$ cat config.mk
export PLATFORM = sky130hd
export DESIGN_NAME = sequential_divider
export DESIGN_NICKNAME = d
export VERILOG_FILES = /design/src/rtl/sequential_divider.sv
export SDC_FILE = /design/constraint.sdc
export NUM_CORES = 1
export LEC_CHECK = 0
export BUFFER_PORTS_ARGS = -buffer_cell sky130_fd_sc_hd__buf_2
export CELL_PAD_IN_SITES_DETAIL_PLACEMENT = 0
export CELL_PAD_IN_SITES_GLOBAL_PLACEMENT = 1
export CORE_AREA = 2 2 73 61
export CTS_CLUSTER_DIAMETER = 120
export DETAILED_ROUTE_END_ITERATION = 6
export DIE_AREA = 0 0 75 63
export GPL_ROUTABILITY_DRIVEN = 1
export PLACE_DENSITY = 0.8
export SETUP_SLACK_MARGIN = 0.3
export SKIP_CTS_REPAIR_TIMING = 1
export SLEW_MARGIN = 0
export SYNTH_ARGS = -nofsm -noshare
export SYNTH_HDL_FRONTEND = slang
export SYNTH_SLANG_ARGS = --single-unit
$ cat constraint.sdc
create_clock -name clock -period 4.5 [get_ports clock]
set_clock_uncertainty 0.2 [all_clocks]
set_input_delay 0.45 -clock clock [delete_from_list [all_inputs] [get_ports clock]]
set_output_delay 0.45 -clock clock [all_outputs]
set_load 0.02 [all_outputs]
$ cat src/rtl/sequential_divider.sv
// ----------------------------------------------------------------------------
// sequential_divider
//
// Unsigned restoring divider that produces one quotient bit per clock using
// shift-and-subtract. It uses a start/ready handshake with an IDLE/WORKING/DONE
// controller. The datapath holds three registers and a counter:
//   A : partial remainder, WIDTH+1 bits
//   Q : starts as the dividend and ends as the quotient, WIDTH bits
//   M : divisor, WIDTH bits
//
// Ports
//   clock        rising-edge clock
//   reset        synchronous, active-high reset
//   start        request to begin; only accepted in IDLE or DONE
//   dividend     captured when a start is accepted
//   divisor      captured when a start is accepted
//   ready        high in DONE; quotient/remainder are valid
//   busy         high while iterating (WORKING)
//   quotient     Q register
//   remainder    low WIDTH bits of the A register
//   div_by_zero  set when the captured divisor was zero
// ----------------------------------------------------------------------------
module sequential_divider #(
    parameter int WIDTH = 8
) (
    input  logic             clock,
    input  logic             reset,
    input  logic             start,
    input  logic [WIDTH-1:0] dividend,
    input  logic [WIDTH-1:0] divisor,
    output logic             ready,
    output logic             busy,
    output logic [WIDTH-1:0] quotient,
    output logic [WIDTH-1:0] remainder,
    output logic             div_by_zero
);

    localparam int CW = $clog2(WIDTH);

    typedef enum logic [1:0] {
        IDLE,
        WORKING,
        DONE
    } state_t;

    state_t           r_state;
    state_t           w_nextState;
    logic             w_accept;

    logic [WIDTH:0]   r_a;
    logic [WIDTH-1:0] r_q;
    logic [WIDTH-1:0] r_m;
    logic [CW-1:0]    r_count;
    logic             r_divByZero;

    logic [2*WIDTH:0] w_shift;
    logic [WIDTH:0]   w_trial;
    logic             w_unused;

    // One restoring step. The combined {A,Q} is shifted left, and the divisor
    // is subtracted from the upper half. The sign bit of the difference decides
    // whether to keep the difference or restore the shifted value.
    always_comb begin
        w_shift = {r_a, r_q} << 1;
        w_trial = w_shift[2*WIDTH:WIDTH] - {1'b0, r_m};
    end

    // The low bit of the shifted word is always zero. It is replaced by the
    // new quotient bit, so this bit is never read.
    assign w_unused = w_shift[0];

    // Next-state logic. A start request is only honoured in IDLE or DONE. In
    // WORKING, the iteration with the counter at zero is still performed.
    always_comb begin
        w_nextState = r_state;
        w_accept    = 1'b0;
        case (r_state)
            IDLE: begin
                if (start) begin
                    w_accept    = 1'b1;
                    w_nextState = WORKING;
                end
            end
            WORKING: begin
                if (r_count == '0) begin
                    w_nextState = DONE;
                end
            end
            DONE: begin
                if (start) begin
                    w_accept    = 1'b1;
                    w_nextState = WORKING;
                end
            end
            default: begin
                w_nextState = IDLE;
            end
        endcase
    end

    // State register and datapath. Reset takes priority over a start request
    // in the same cycle, and it clears any division in progress.
    always_ff @(posedge clock) begin
        if (reset) begin
            r_state     <= IDLE;
            r_a         <= '0;
            r_q         <= '0;
            r_m         <= '0;
            r_count     <= '0;
            r_divByZero <= 1'b0;
        end else begin
            r_state <= w_nextState;
            if (w_accept) begin
                r_a         <= '0;
                r_q         <= dividend;
                r_m         <= divisor;
                r_divByZero <= (divisor == '0);
                r_count     <= CW'(WIDTH - 1);
            end else if (r_state == WORKING) begin
                if (w_trial[WIDTH] == 1'b0) begin
                    r_a <= w_trial;
                    r_q <= {w_shift[WIDTH-1:1], 1'b1};
                end else begin
                    r_a <= w_shift[2*WIDTH:WIDTH];
                    r_q <= {w_shift[WIDTH-1:1], 1'b0};
                end
                if (r_count != '0) begin
                    r_count <= r_count - CW'(1);
                end
            end
        end
    end

    // Handshake outputs are decoded directly from the state register.
    assign ready       = (r_state == DONE);
    assign busy        = (r_state == WORKING);
    assign quotient    = r_q;
    assign remainder   = r_a[WIDTH-1:0];
    assign div_by_zero = r_divByZero;

endmodule

# After elaboration in Yosys (flattened, before gate mapping)
# Index checks and enable logic that the tools add are counted.
word_totals:
  reg_bits: 30
  in_bits: 19
  output_inout_bits: 19
  elab_cells: 34
op_classes:
  addsub: 2
  eq_ne: 4
  muxes: 12
  reduce_logical: 10
op_table:
  columns: ["cell", "count"]
  rows:
  - ["two-way mux 8 bit", 3]
  - ["two-way mux 3 bit", 3]
  - ["subtractor 9 x 8 -> 9 bit", 1]
  - ["logical NOT 8 bit", 1]
  - ["two-way mux 2 bit", 2]
  - ["!= test 2 x 1 -> 1 bit (second input constant)", 2]
  - ["case mux 2 bit (2 select lines)", 1]
  - ["AND reduction 2 bit", 2]
  - ["nonzero test 2 bit", 2]
  - ["OR reduction 2 bit", 2]
  - ["logical NOT 3 bit", 1]
  - ["two-way mux 1 bit", 3]
  - ["nonzero test 3 bit", 1]
  - ["subtractor 3 x 1 -> 3 bit (second input constant)", 1]
  - ["equality test 2 x 1 -> 1 bit (second input constant)", 1]
  - ["equality test 2 bit (second input constant)", 1]
  - ["logical NOT 2 bit", 1]

# Longest topological paths before layout
# Gate-level depths: netlist of the first run.
logic_depth:
  ltp_word: 5
  ltp_mapped: 10
  mapped_depth_nobuf: 9

# Worst setup path after synthesis of the first run
# Ideal clock, no wire load.
synth_path:
  path_kind: "reg-to-reg"
  startpoint: "register r_q[7], in the netlist quotient[7]"
  endpoint: "register r_a[6]"
  setup_ps: 70
  arrival_time_ps: 2290
  required_time_ps: 4230
  setup_slack_ps: 1940
  path_stages_with_launch: 11
  n_path_buf: 1
  synth_period_minus_slack_ps: 2560
  path_cell_list: "dfxtp_1 inv_1 ha_1 fa_1 nand2b_1 a21oi_2 a31oi_1 xor2_1 buf_6 or3b_1 a21oi_1"
synth_via:
  elab_chain_len: 2
synth_rtl:
  columns: ["item", "line_no", "source"]
  rows:
  - ["start: declaration", "51", "logic [WIDTH-1:0] r_q;"]
  - ["start signal: assignment", "115", "r_q <= dividend;"]
  - ["start signal: assignment", "122", "r_q <= {w_shift[WIDTH-1:1], 1'b1};"]
  - ["start signal: assignment", "125", "r_q <= {w_shift[WIDTH-1:1], 1'b0};"]
  - ["subtractor 9 x 8 -> 9 bit", "65", "w_trial = w_shift[2*WIDTH:WIDTH] - {1'b0, r_m};"]
  - ["two-way mux 8 bit", "120", "if (w_trial[WIDTH] == 1'b0) begin"]
  - ["end signal: assignment", "121", "r_a <= w_trial;"]
  - ["end signal: assignment", "124", "r_a <= w_shift[2*WIDTH:WIDTH];"]
  - ["end: declaration", "50", "logic [WIDTH:0] r_a;"]
# No other way between the ends.
# A chain may end at the register's enable or synchronous reset.

# Final worst setup path of the first run
layout_path:
  startpoint: "register r_q[7], in the netlist quotient[7]"
  endpoint: "register r_a[2]"
# The elaborated chain is that of the path after synthesis.

==> flow_summary.json, run 1 <==
{
  "cts_max_level": 2,
  "grt_pass1_wl_um": 6040,
  "final_cell_count_no_fill": 296,
  "tightest_slew_ns": 1.08,
  "overflow": 0,
  "vdd_ir_drop_max_v": 0.000176,
  "drv_slew": 0,
  "powerDensity_nw_per_um2": 387,
  "hold_violations": 0,
  "yosysSeqAreaShare": 0.382,
  "rsz0062_at_grt": "no",
  "clock.fmax_ghz": 0.333,
  "post-route-period-util": 0.668,
  "finalCriticalPeriod_ns": 3.01,
  "yosysWarningCount": 0,
  "crit_buf_inv": 1,
  "clkTransAtPathRegs_ns": 0.07,
  "clockPowerShare": 0.313,
  "wl_per_cell_um": 12.7,
  "grt_pass1_vias": 1326,
  "initial_core_util": 0.391,
  "routabilityCongestion": 0.831,
  "hold_path.class": "in -> reg",
  "fp.dieH_um": 63,
  "fin_nets": 268,
  "antenna_left": 0,
  "antenna_found_initial": 0,
  "io_buffer_count": 37,
  "cp.required_ns": 4.48,
  "yosys-top-cells-area": "dfxtp_1 38%, a21oi_1 11%, ha_1 8.0%, nand2_1 6.7%, a22oi_1 4.3%",
  "power.internal_mw": 0.491,
  "crit_fanout": 13,
  "areaGrowthSynthToFinish_pct": 21.0,
  "crit_family": "XOR/XNOR gates",
  "antenna_cells": 0,
  "routed_via_density": 5.06,
  "ios": 38,
  "cpMaxStageDelayCell": "xor2_1",
  "drv_cap": 0,
  "grt_use_total": 0.172,
  "arrival_ns": 2.99,
  "relSlewSlack": 0.281,
  "combPwrFrac": 0.279,
  "cp_cell_sequence": "inv_1 -> ha_1 -> fa_1 -> nand2b_1 -> a21oi_2 -> a31oi_1 -> xor2_1 -> mux2i_1 -> a21oi_1",
  "path_class": "reg -> reg",
  "cts.path.max_buffers": 2,
  "first_iter_violations": 53,
  "final.setup.tns_ns": 0,
  "drive_gt1_frac": 0.201,
  "drt_first_pass_iters": 4,
  "fillers": 420,
  "drc": 0,
  "cts_root_buf": "clkbuf_8",
  "seq_power_share": 0.409,
  "cts_sinks": 30,
  "layout_common_cells": "37 x buf_2, 34 x a21oi_1, 30 x dfxtp_1",
  "p_leak_nw": 0.845,
  "die-area_um2": 4730,
  "dpl_cell_area_um2": 1810,
  "final_area_um2": 1900,
  "ys_types": 28,
  "yosysTopAreaCell": "dfxtp_1",
  "syn_nets": 230,
  "routed_wl_um": 3770,
  "p_sw_frac": 0.332,
  "finalSetupViolCount": 0,
  "syn_area_per_cell_um2": 7.85,
  "dieWidth_um": 75,
  "synth_area_um2": 1570,
  "core-area_um2": 4020,
  "p_sw_mw": 0.244,
  "hpwl_um": 2730,
  "synthesis.instances": 200,
  "final_common_cell": "buf_2",
  "placedCellCount": 288,
  "synth_top_area_share": 0.382,
  "end_kind": "flip-flop",
  "cts_buffers": 5,
  "rows": 21,
  "grt_max_degree": 25,
  "vias": 1499,
  "outcome": "finished clean",
  "crit_path_start_kind": "flip-flop",
  "cpPeakStageDelay_ns": 0.85,
  "hold_ws_ns": 0.214,
  "ys_seq_elements": 30,
  "insertion_delay_ns": 0.29,
  "cts_tree": "yes"
}
[area by class of cell]
class                           count  area [um2]  area share
Multi-Input combinational cell    147         876       0.461
Clock inverter                      1        5.00     0.00264
Timing Repair Buffer               40         208       0.109
Tap cell                           57        71.3      0.0375
Clock buffer                        7        86.3      0.0455
Sequential cell                    30         601       0.316
Inverter                           14        52.6      0.0277
[synthesized netlist by cell type, drive strengths merged]
cell type	number
a211oi	1
a21oi	35
a22oi	9
a31oi	1
buf	3
clkbuf	6
dfxtp	30
fa	1
ha	10
inv	14
mux2i	4
nand2	28
nand2b	5
nand3	3
nand4	2
nor2	17
nor2b	2
nor3	2
nor4	2
o21a	3
o21ai	12
o311ai	1
or3b	2
or4	2
xnor2	3
xor2	2
[final timing paths]
check	endpoint	from	slack (ns)	depth (start not counted)
hold reg to reg	div_by_zero	div_by_zero	0.25	2
hold / removal	r_m[7]	divisor[7]	0.21	3
setup / recovery	r_a[2]	quotient[7]	1.49	9
setup reg to reg	r_a[2]	quotient[7]	1.49	9
[sequential cells by signal (all words and copies together) (netlist names)]
signal,count
quotient,8
r_a,8
r_m,8
r_count,3
r_state,2
div_by_zero,1
[layer usage]
metal,wire (um),vias up,track usage
met5,0,-,0
met4,91,0,0.0938
met3,132,7,0.0484
met2,1680,26,0.249
met1,1870,694,0.228
li1,-,772,-
[metrics by stage]
stage | utilization | total power, mW | setup slack, ns
finish | 0.472 | 0.735 | 1.49
detailed placement | 0.450 | 0.512 | 1.48
floorplan | - | 0.464 | 1.94
global placement | 0.450 | 0.512 | 1.53
CTS | 0.472 | 0.744 | 1.47
global route | 0.472 | 0.781 | 1.22
[power groups by stage]
stage	Clock (mW)	Sequential [mW]	Combinational, mW
6_report	0.230	0.300	0.205
5_1_grt	0.247	0.303	0.232
4_1_cts	0.237	0.300	0.206
3_5_place_dp	0	0.306	0.205
3_3_place_gp	0	0.306	0.206
2_1_floorplan	0	0.316	0.148
[worst register-to-register path, cell delays in order (launching register included)]
cell and delay (ns):
dfxtp_1 0.36, inv_1 0.05, ha_1 0.21, fa_1 0.39, nand2b_1 0.19, a21oi_2 0.16
a31oi_1 0.11, xor2_1 0.85, mux2i_1 0.28, a21oi_1 0.08
[logic make-up (layout without fill, tap and decap cells)]
group / count (synthesis) / count (layout) / synth area share
AOI/OAI and AO/OA: 62 / 62 / 0.224
xor gates and xnor gates: 5 / 5 / 0.0279
adders and majority gates: 11 / 11 / 0.0924
buffers and inverters: 23 / 62 / 0.0598
DFF: 30 / 30 / 0.382
muxes: 4 / 4 / 0.0255
and+or+nand+nor: 65 / 65 / 0.188
Power figures use the tool's default switching activity.
==> run 2: changes to the inputs <==
CORE_AREA = 2 2 75 63   (was 2 2 73 61)
DIE_AREA = 0 0 77 65   (was 0 0 75 63)
PLACE_DENSITY = 0.76   (was 0.8)
clock period = 3.1 ns   (was 4.5 ns; I/O delays follow)
==> flow_summary.json, run 2 (synthesis gave the netlist of run 1 again) <==
{
  "outcome": "finished clean",
  "crit_path_start_kind": "flip-flop",
  "dieWidth_um": 77,
  "seq_power_share": 0.379,
  "powerDensity_nw_per_um2": 590,
  "power.internal_mw": 0.790,
  "vias": 1468,
  "clock.fmax_ghz": 0.382,
  "core-area_um2": 4350,
  "post-route-period-util": 0.844,
  "drv_slew": 0,
  "end_kind": "flip-flop",
  "final.setup.tns_ns": 0,
  "cts_sinks": 30,
  "tightest_slew_ns": 0.633,
  "first_iter_violations": 76,
  "areaGrowthSynthToFinish_pct": 23.8,
  "drv_cap": 0,
  "overflow": 0,
  "rr_startpoint": "quotient[7]",
  "cts_max_level": 2,
  "cts.path.max_buffers": 2,
  "clkTransAtPathRegs_ns": 0.07,
  "hold_path.class": "in -> reg",
  "drive_gt1_frac": 0.219,
  "cp.required_ns": 3.09,
  "cpPeakStageDelay_ns": 0.45,
  "final_cell_count_no_fill": 302,
  "p_sw_frac": 0.312,
  "finalSetupViolCount": 0,
  "io_buffer_count": 37,
  "fin_util": 0.447,
  "crit_fanout": 5,
  "grt_max_degree": 25,
  "vdd_ir_drop_max_v": 0.000277,
  "routabilityCongestion": 0.820,
  "final_common_cell": "buf_2",
  "initial_core_util": 0.361,
  "cp_cell_sequence": "inv_1 -> ha_1 -> fa_1 -> nand2b_1 -> a21oi_2 -> a31oi_1 -> xor2_1 -> buf_4 -> or4_1 -> o311ai_0",
  "grt_pass1_vias": 1335,
  "finalCriticalPeriod_ns": 2.62,
  "path_class": "reg -> reg",
  "fp.dieH_um": 65,
  "p_leak_nw": 0.869,
  "arrival_ns": 2.60,
  "clockPowerShare": 0.343,
  "antenna_cells": 0,
  "crit_buf_inv": 2,
  "rows": 22,
  "fillers": 474,
  "die-area_um2": 5010,
  "min_from": "divisor[3]",
  "fin_nets": 271,
  "routed_wl_um": 3670,
  "wl_per_cell_um": 12.2,
  "cpMaxStageDelayCell": "or4_1",
  "drc": 0,
  "crit_family": "simple AND/OR/NAND/NOR gates",
  "ios": 38,
  "antenna_left": 0,
  "cts_buffers": 5,
  "layout_common_cells": "37 x buf_2, 34 x a21oi_1, 29 x dfxtp_1",
  "crit_start": "quotient[7]",
  "p_sw_mw": 0.358,
  "cts_root_buf": "clkbuf_8",
  "routed_via_density": 4.86,
  "grt_use_total": 0.161,
  "insertion_delay_ns": 0.29,
  "antenna_found_initial": 0,
  "cts_tree": "yes",
  "rsz0062_at_grt": "no",
  "grt_pass1_wl_um": 6150,
  "hpwl_um": 2680,
  "relSlewSlack": 0.577,
  "placedCellCount": 294,
  "combPwrFrac": 0.278,
  "hold_violations": 0,
  "drt_first_pass_iters": 4
}
-- run 2: cell types whose count changed in the layout (fill, tap and decap cells not counted), sizes merged --
cell and delta:
bufinv +1, clkbuf -2, buf +3, clkinv +1
-- run 2: metal layers --
| metal | share of wire | up-vias | track usage |
|---|---|---|---|
| met3 | 0.046 | 7 | 0.0460 |
| met2 | 0.42 | 28 | 0.241 |
| li1 | - | 770 | - |
| met1 | 0.51 | 663 | 0.214 |
| met4 | 0.018 | 0 | 0.0781 |
| met5 | 0 | - | 0 |
-- run 2: stage by stage --
step	power (mW)	hold WS (ns)	worst slack (ns)	area (um2)
after global routing	1.22	0.0813	0.314	1940
after floorplan	0.674	0.179	0.540	1570
after global placement	0.766	0.244	0.485	1830
final	1.15	0.0713	0.485	1940
after CTS	1.16	0.0673	0.429	1940
after detailed placement	0.766	0.247	0.451	1830
-- run 2: worst register-to-register path: cells and delay by family (launching register included) --
kind / cells / cell delay (ns)
AO/OA/AOI/OAI: 3 / 0.34
flip-flops: 1 / 0.35
AND/OR/NAND/NOR: 2 / 0.65
adder cells (fa/ha/maj): 2 / 0.59
buffers and inverters: 2 / 0.21
XOR/XNOR: 1 / 0.18
-- run 2: worst paths after layout --
| check | endpoint | slack [ns] | depth (start not counted) |
|---|---|---|---|
| max | r_a[0] | 0.48 | 10 |
| min | r_m[3] | 0.07 | 3 |
| max reg2reg | r_a[0] | 0.48 | 10 |
| min reg2reg | r_m[5] | 0.25 | 2 |
-- run 2: power groups by stage --
stage	registers (mW)	clock network (mW)	logic, mW
floorplan	0.459	0	0.215
global placement	0.444	0	0.322
detailed placement	0.444	0	0.322
CTS	0.436	0.405	0.323
global route	0.440	0.424	0.358
finish	0.435	0.393	0.319
-- run 2: layout make-up --
class / instances / area, um2 / share of cell area
Tap cell: 60 / 75.1 / 0.0386
Clock inverter: 3 / 40.0 / 0.0206
Multi-Input combinational cell: 147 / 876 / 0.450
Clock buffer: 5 / 68.8 / 0.0354
Sequential cell: 30 / 602 / 0.310
Timing Repair Buffer: 43 / 230 / 0.118
Inverter: 14 / 52.6 / 0.0270
